`src/rtl/ccip_if_pkg.sv`:
```
// Minimal stand-in for the platform CCI-P package, limited to the MMIO types this block uses.
// Field names follow the platform definitions, so the real package can replace this file.
package ccip_if_pkg;
  localparam int CCIP_MMIOADDR_WIDTH = 16;
  localparam int CCIP_CLDATA_WIDTH   = 512;
  localparam int CCIP_MMIODATA_WIDTH = 64;
  localparam int CCIP_TID_WIDTH      = 9;

  typedef logic [CCIP_MMIOADDR_WIDTH-1:0] t_ccip_mmioAddr;
  typedef logic [CCIP_TID_WIDTH-1:0]      t_ccip_tid;

  typedef struct packed {
    t_ccip_mmioAddr address;
    logic [1:0]     length;
    logic           rsvd;
    t_ccip_tid      tid;
  } t_ccip_c0_ReqMmioHdr;

  typedef struct packed {
    t_ccip_c0_ReqMmioHdr          hdr;
    logic [CCIP_CLDATA_WIDTH-1:0] data;
    logic                         rspValid;
    logic                         mmioRdValid;
    logic                         mmioWrValid;
  } t_if_ccip_c0_Rx;

  typedef struct packed {
    t_ccip_tid tid;
  } t_ccip_c2_RspMmioHdr;

  typedef struct packed {
    t_ccip_c2_RspMmioHdr            hdr;
    logic                           mmioRdValid;
    logic [CCIP_MMIODATA_WIDTH-1:0] data;
  } t_if_ccip_c2_Tx;
endpackage

```
`src/rtl/vai_mmio_pkg.sv`:
```
// Shared types for the MMIO initiator: tid-table entry record and err_flags bit positions.
package vai_mmio_pkg;
  import ccip_if_pkg::*;

  localparam int ERR_UNEXP_TID = 0;
  localparam int ERR_TIMEOUT   = 1;
  localparam int TIMER_W       = 16;

  typedef struct packed {
    logic               busy;
    t_ccip_mmioAddr     addr;
    logic [TIMER_W-1:0] timer;
  } t_tid_entry;
endpackage

```
`src/rtl/vai_mmio_tid_table.sv`:
```
// Read tid table: busy bitmap, lowest-index allocator and per-entry timeout timers.
// Timers exist only when VAI_MMIO_TIMEOUT_EN is defined; otherwise entries wait for their answer.
module vai_mmio_tid_table
  import ccip_if_pkg::*;
  import vai_mmio_pkg::*;
#(
  parameter int MAX_OUTSTANDING = 4,
  parameter int TIMEOUT_CYCLES  = 1024,
  localparam int IDX_W = (MAX_OUTSTANDING > 1) ? $clog2(MAX_OUTSTANDING) : 1
) (
  input  logic                       clk,
  input  logic                       reset,
  input  logic                       alloc_vld,
  input  t_ccip_mmioAddr             alloc_addr,
  input  logic                       free_vld,
  input  logic [IDX_W-1:0]           free_idx,
  output logic                       any_free,
  output logic [IDX_W-1:0]           alloc_idx,
  output logic [MAX_OUTSTANDING-1:0] busy,
  output t_ccip_mmioAddr             free_addr,
  output logic                       to_vld,
  output logic [IDX_W-1:0]           to_idx
);
  if (MAX_OUTSTANDING < 1 || MAX_OUTSTANDING > 16 ||
      (MAX_OUTSTANDING & (MAX_OUTSTANDING - 1)) != 0) begin : g_bad_max
    $error("MAX_OUTSTANDING must be a power of two in 1..16");
  end
  if (TIMEOUT_CYCLES < 1 || TIMEOUT_CYCLES >= (1 << TIMER_W)) begin : g_bad_timeout
    $error("TIMEOUT_CYCLES does not fit the entry timer");
  end

`ifdef VAI_MMIO_TIMEOUT_EN
  localparam logic [TIMER_W-1:0] TIMER_SAT = TIMER_W'(TIMEOUT_CYCLES);
`endif

  t_tid_entry ent_d [MAX_OUTSTANDING];
  t_tid_entry ent_q [MAX_OUTSTANDING];

  // Downward scans leave the lowest matching index in the result.
  always_comb begin
    any_free  = 1'b0;
    alloc_idx = '0;
    to_vld    = 1'b0;
    to_idx    = '0;
    busy      = '0;
    for (int i = MAX_OUTSTANDING - 1; i >= 0; i--) begin
      busy[i] = ent_q[i].busy;
      if (!ent_q[i].busy) begin
        any_free  = 1'b1;
        alloc_idx = IDX_W'(i);
      end
`ifdef VAI_MMIO_TIMEOUT_EN
      if (ent_q[i].busy && ent_q[i].timer == TIMER_SAT) begin
        to_vld = 1'b1;
        to_idx = IDX_W'(i);
      end
`endif
    end
    free_addr = ent_q[free_idx].addr;
  end

  always_comb begin
    for (int i = 0; i < MAX_OUTSTANDING; i++) begin
      ent_d[i] = ent_q[i];
`ifdef VAI_MMIO_TIMEOUT_EN
      if (ent_q[i].busy && ent_q[i].timer != TIMER_SAT)
        ent_d[i].timer = ent_q[i].timer + TIMER_W'(1);
`endif
      if (free_vld && free_idx == IDX_W'(i))
        ent_d[i].busy = 1'b0;
      if (alloc_vld && alloc_idx == IDX_W'(i)) begin
        ent_d[i].busy  = 1'b1;
        ent_d[i].addr  = alloc_addr;
        ent_d[i].timer = '0;
      end
    end
  end

  always_ff @(posedge clk) begin
    for (int i = 0; i < MAX_OUTSTANDING; i++) begin
      ent_q[i].addr <= ent_d[i].addr;
      if (reset) begin
        ent_q[i].busy  <= 1'b0;
        ent_q[i].timer <= '0;
      end else begin
        ent_q[i].busy  <= ent_d[i].busy;
        ent_q[i].timer <= ent_d[i].timer;
      end
    end
  end
endmodule

```
`src/rtl/vai_mmio_initiator.sv`:
```
// CCI-P MMIO initiator: issues reads/writes downstream and matches read responses by tid.
// Read timeout retirement is built only when VAI_MMIO_TIMEOUT_EN is defined.
module vai_mmio_initiator
  import ccip_if_pkg::*;
  import vai_mmio_pkg::*;
#(
  parameter int MAX_OUTSTANDING = 4,
  parameter int TIMEOUT_CYCLES  = 1024
) (
  input  logic                           clk,
  input  logic                           reset,
  input  logic                           cmd_valid,
  output logic                           cmd_ready,
  input  logic                           cmd_is_write,
  input  logic [CCIP_MMIOADDR_WIDTH-1:0] cmd_addr,
  input  logic [63:0]                    cmd_data,
  output t_if_ccip_c0_Rx                 mmio_c0rx,
  input  t_if_ccip_c2_Tx                 mmio_c2tx,
  output logic                           rsp_valid,
  output logic [63:0]                    rsp_data,
  output logic [CCIP_MMIOADDR_WIDTH-1:0] rsp_addr,
  output logic                           rsp_timeout,
  output logic [4:0]                     outstanding,
  output logic [1:0]                     err_flags
);
  localparam int IDX_W = (MAX_OUTSTANDING > 1) ? $clog2(MAX_OUTSTANDING) : 1;

  logic                       any_free, cmd_acc, alloc_vld;
  logic [IDX_W-1:0]           alloc_idx, rsp_idx, to_idx, free_idx;
  logic [MAX_OUTSTANDING-1:0] busy;
  logic                       rsp_hit, bad_tid, to_vld, to_fire, free_vld;
  t_ccip_mmioAddr             free_addr;

  t_if_ccip_c0_Rx c0_d, c0_q;
  logic           rsp_valid_d, rsp_valid_q, rsp_timeout_d, rsp_timeout_q;
  logic [63:0]    rsp_data_d, rsp_data_q;
  t_ccip_mmioAddr rsp_addr_d, rsp_addr_q;
  logic [4:0]     outstanding_d, outstanding_q;
  logic [1:0]     err_d, err_q;

  assign cmd_ready = ~reset & (cmd_is_write | any_free);
  assign cmd_acc   = cmd_valid & cmd_ready;
  assign alloc_vld = cmd_acc & ~cmd_is_write;
  assign rsp_idx   = mmio_c2tx.hdr.tid[IDX_W-1:0];

  always_comb begin
    rsp_hit = 1'b0;
    if (!reset && mmio_c2tx.mmioRdValid && (int'(mmio_c2tx.hdr.tid) < MAX_OUTSTANDING))
      rsp_hit = busy[rsp_idx];
  end

  // A real answer owns the single rsp port; a pending timeout simply waits a cycle.
  assign bad_tid  = ~reset & mmio_c2tx.mmioRdValid & ~rsp_hit;
  assign to_fire  = ~reset & to_vld & ~rsp_hit;
  assign free_vld = rsp_hit | to_fire;
  assign free_idx = rsp_hit ? rsp_idx : to_idx;

  vai_mmio_tid_table #(
    .MAX_OUTSTANDING (MAX_OUTSTANDING),
    .TIMEOUT_CYCLES  (TIMEOUT_CYCLES)
  ) u_tid_table (
    .clk        (clk),
    .reset      (reset),
    .alloc_vld  (alloc_vld),
    .alloc_addr (cmd_addr),
    .free_vld   (free_vld),
    .free_idx   (free_idx),
    .any_free   (any_free),
    .alloc_idx  (alloc_idx),
    .busy       (busy),
    .free_addr  (free_addr),
    .to_vld     (to_vld),
    .to_idx     (to_idx)
  );

  always_comb begin
    c0_d                 = '0;
    c0_d.mmioWrValid     = cmd_acc & cmd_is_write;
    c0_d.mmioRdValid     = alloc_vld;
    c0_d.hdr.address     = cmd_addr;
    c0_d.hdr.length      = 2'b01;
    c0_d.hdr.tid         = cmd_is_write ? '0 : t_ccip_tid'(alloc_idx);
    c0_d.data[63:0]      = cmd_data;

    rsp_valid_d   = free_vld;
    rsp_timeout_d = to_fire;
    rsp_data_d    = rsp_hit ? mmio_c2tx.data : '1;
    rsp_addr_d    = free_addr;
    outstanding_d = outstanding_q + 5'(alloc_vld) - 5'(free_vld);

    err_d = err_q;
    if (bad_tid) err_d[ERR_UNEXP_TID] = 1'b1;
    if (to_fire) err_d[ERR_TIMEOUT]   = 1'b1;
  end

  always_ff @(posedge clk) begin
    c0_q       <= c0_d;
    rsp_data_q <= rsp_data_d;
    rsp_addr_q <= rsp_addr_d;
    if (reset) begin
      c0_q.mmioRdValid <= 1'b0;
      c0_q.mmioWrValid <= 1'b0;
      c0_q.rspValid    <= 1'b0;
      rsp_valid_q      <= 1'b0;
      rsp_timeout_q    <= 1'b0;
      outstanding_q    <= '0;
      err_q            <= '0;
    end else begin
      rsp_valid_q   <= rsp_valid_d;
      rsp_timeout_q <= rsp_timeout_d;
      outstanding_q <= outstanding_d;
      err_q         <= err_d;
    end
  end

  assign mmio_c0rx   = c0_q;
  assign rsp_valid   = rsp_valid_q;
  assign rsp_data    = rsp_data_q;
  assign rsp_addr    = rsp_addr_q;
  assign rsp_timeout = rsp_timeout_q;
  assign outstanding = outstanding_q;
  assign err_flags   = err_q;
endmodule

```
`config.mk`:
```
export PLATFORM = sky130hd
export DESIGN_NAME = vai_mmio_initiator
export DESIGN_NICKNAME = d
export VERILOG_FILES = /design/src/rtl/ccip_if_pkg.sv /design/src/rtl/vai_mmio_pkg.sv /design/src/rtl/vai_mmio_tid_table.sv /design/src/rtl/vai_mmio_initiator.sv
export SDC_FILE = /design/constraint.sdc
export NUM_CORES = 1
export LEC_CHECK = 0
export CORE_AREA = 4 4 308 310
export CTS_CLUSTER_SIZE = 40
export DETAILED_ROUTE_END_ITERATION = 8
export DIE_AREA = 0 0 312 314
export GPL_ROUTABILITY_DRIVEN = 0
export SLEW_MARGIN = 20
export SYNTH_ARGS = -nofsm -noshare
export SYNTH_HDL_FRONTEND = slang
export SYNTH_SLANG_ARGS = --single-unit
export TNS_END_PERCENT = 1
```
`constraint.sdc`:
```
create_clock -name clk -period 8.1 [get_ports clk]
set_input_delay 1.62 -clock clk [delete_from_list [all_inputs] [get_ports clk]]
set_output_delay 1.62 -clock clk [all_outputs]
set_load 0.005 [all_outputs]
```
==> metrics <==
clock-pin slew on the worst setup and hold paths=60 ps; TritonCTS buffer count=31; first-pass GRT wire length=42800 um; Flop pwr share=42.9%; H-tree depth=1; met3 Track Usage GR=3.75%; placed cells=2421; number of global-route vias before repair=5543; period utilization=57.3%; gr usage total=6.19%; fraction of registers with async set/reset=0%; Worst setup EP type=primary output; Max-slew headroom=31.4%; die width=312 um; residual DRC count=0; Setup TNS=0 ps; HP Class=reg2reg; Yosys cell types=38; Synth Warn #=0; hold path cells=2; Worst Path Required=6480 ps; met1 usage=7.62%; fin util=15.7%; fraction of layout cells with a size suffix above 1=5.34%; post-place setup slack=3340 ps; largest net degree at the start of global routing=83; worst vdd ir=165 uV; vias per inst=2.39; WS Path Type=in2out; clock sink count=239; internal power=0.00224 W; Least-Margin Pin Slew=1030 ps; CTS root buffer=clkbuf_16; fin. max-slew vios=0; initial DRC count=176; Post-synth EDFFs=64; Clk Latency, worst-skew pair=620 ps; wire length per cell=13.5 um; core area=91700 sq um; DRT Wirelength=33500 um; Post-CTS Hold Fix Bufs=0; Clk network pwr share=49.3%; post-cts sizing count=0; Worst R2R Path Depth=11; Overflow after GRT=0; DRT antenna net count=0; Period minus WS final=4640 ps; #FFs+latches synth=239; final hold violation count=0; status=completed; DIE AREA=98000 sq um; finished layout cell area=14400 sq um; postcts setup bufs=0; grt peak-use layer=met2; starting density of the core=11.2%; Max Clk Rate=0.216 GHz; Max Root-Sink Buffers=3; Final setup viols=0; Max FO, Critical Path=5; RSZ-0062 raised after global routing=false; Setup WS post-layout=3460 ps; Pwr Density=205 nW/um^2; IO buf count=329; # nets final=1432; syn_area_per_cell=11.2 sq um; NetSw=0.000713 W; ys flop type=dfxtp_1; leakage=5.80 nW; Max-cap violations=0; initial antenna violation count=14; TritonCTS clock tree=built; Net Sw Frac=24.1%; area post-placement=13300 sq um; num rows=111; Layout area overhead=39.9%; Post-Syn Area=10300 sq um; Pre-Repair DR Iteration Count=4; vias=5925; critical path arrival=3020 ps; Post-Layout Cell Count=2481; clock skew=23.2 ps; met2 Use GR=8.98%; Post-Synthesis Cells=917; Die Y=314 um; hpwl dp=26800 um; startpoint types=input port; post-synthesis sequential area ratio=52.8%; Comb pwr share=7.9%; IO Count=791
sequential cells by signal, summed over array words and instances, names as in the netlist:
| name | cells |
|---|---|
| outstanding | 5 |
| rsp_data | 64 |
| mmio_c0rx | 84 |
| u_tid_table.ent_q | 68 |
| rsp_addr | 16 |
| rsp_valid | 1 |
| err_flags | 1 |
cell usage after synthesis, drive strengths merged (3+ instances only):
cell,n,share of area (%)
mux2i,16,1.6
inv,9,0.33
nor2,15,0.55
clkbuf,3,0.11
o21ai,16,0.78
nor2b,3,0.18
nand2,19,0.69
dfxtp,175,34
ha,5,0.61
edfxtp,64,19
a21oi,5,0.24
buf,475,34
o211ai,16,1.2
or2,65,4.0
logic make-up after synthesis:
kind of cell / count (synthesis) / synth area share, %
buf+inv: 487 / 34.9
flops: 239 / 52.8
simple gates: 117 / 6.54
compound gates: 44 / 2.71
mux: 18 / 1.89
fa+ha+maj: 6 / 0.804
xor+xnor: 4 / 0.341
other cells: 2 / 0.0731
metrics by stage:
step | hold slack (ps) | power, W
floorplan | 435 | 0.00152
global placement | 443 | 0.00152
detailed placement | 451 | 0.00152
CTS | 432 | 0.00304
global route | 463 | 0.00310
finish | 457 | 0.00295
final timing paths:
path / start / to / slack (ps)
max: cmd_is_write / cmd_ready / 3460
min: u_tid_table.ent_q[1][30] / rsp_addr[14] / 460
max reg2reg: u_tid_table.ent_q[2][32] / outstanding[4] / 5300
min reg2reg: u_tid_table.ent_q[1][30] / rsp_addr[14] / 460
critical path: stages:
cell and delay [ps]:
clkdlybuf4s50_1 550, nor2_1 80, a31oi_1 170, clkdlybuf4s50_1 590
power groups by stage:
| stage | logic [W] | clock network, W | registers [W] |
|---|---|---|---|
| after floorplan | 0.000229 | 0 | 0.00129 |
| after global placement | 0.000227 | 0 | 0.00129 |
| after detailed placement | 0.000227 | 0 | 0.00129 |
| after CTS | 0.000229 | 0.00154 | 0.00127 |
| after global routing | 0.000254 | 0.00158 | 0.00127 |
| final | 0.000232 | 0.00146 | 0.00127 |
final cells by class:
cell class	instances	area, sq um
clock inverters	21	248
multi-input cells	650	3010
diodes	2	5.00
fillers	10274	77300
flip-flops and latches	239	5430
well taps	1186	1480
clock buffers	37	828
inverters	9	33.8
repair buffers	337	3350
cells in the final DEF (no fill, tap or decap), drive strengths merged, types with 4 or more instances in the layout:
cell	instances
buf	8
edfxtp	64
clkbuf	37
o21ai	16
mux2i	16
bufinv	4
ha	5
conb	461
o211ai	16
nor2	15
nand2	19
clkdlybuf4s50	329
a21oi	5
inv	14
dfxtp	175
clkinv	10
or2	65
per-layer routing:
layer	up-vias	wire length (um)	share of wire (%)
met4	4	993	3.0
li1	2716	-	-
met2	437	14300	43
met5	-	26	0.078
met3	47	5150	15
met1	2721	13000	39
(Power assumes the default switching activity.)
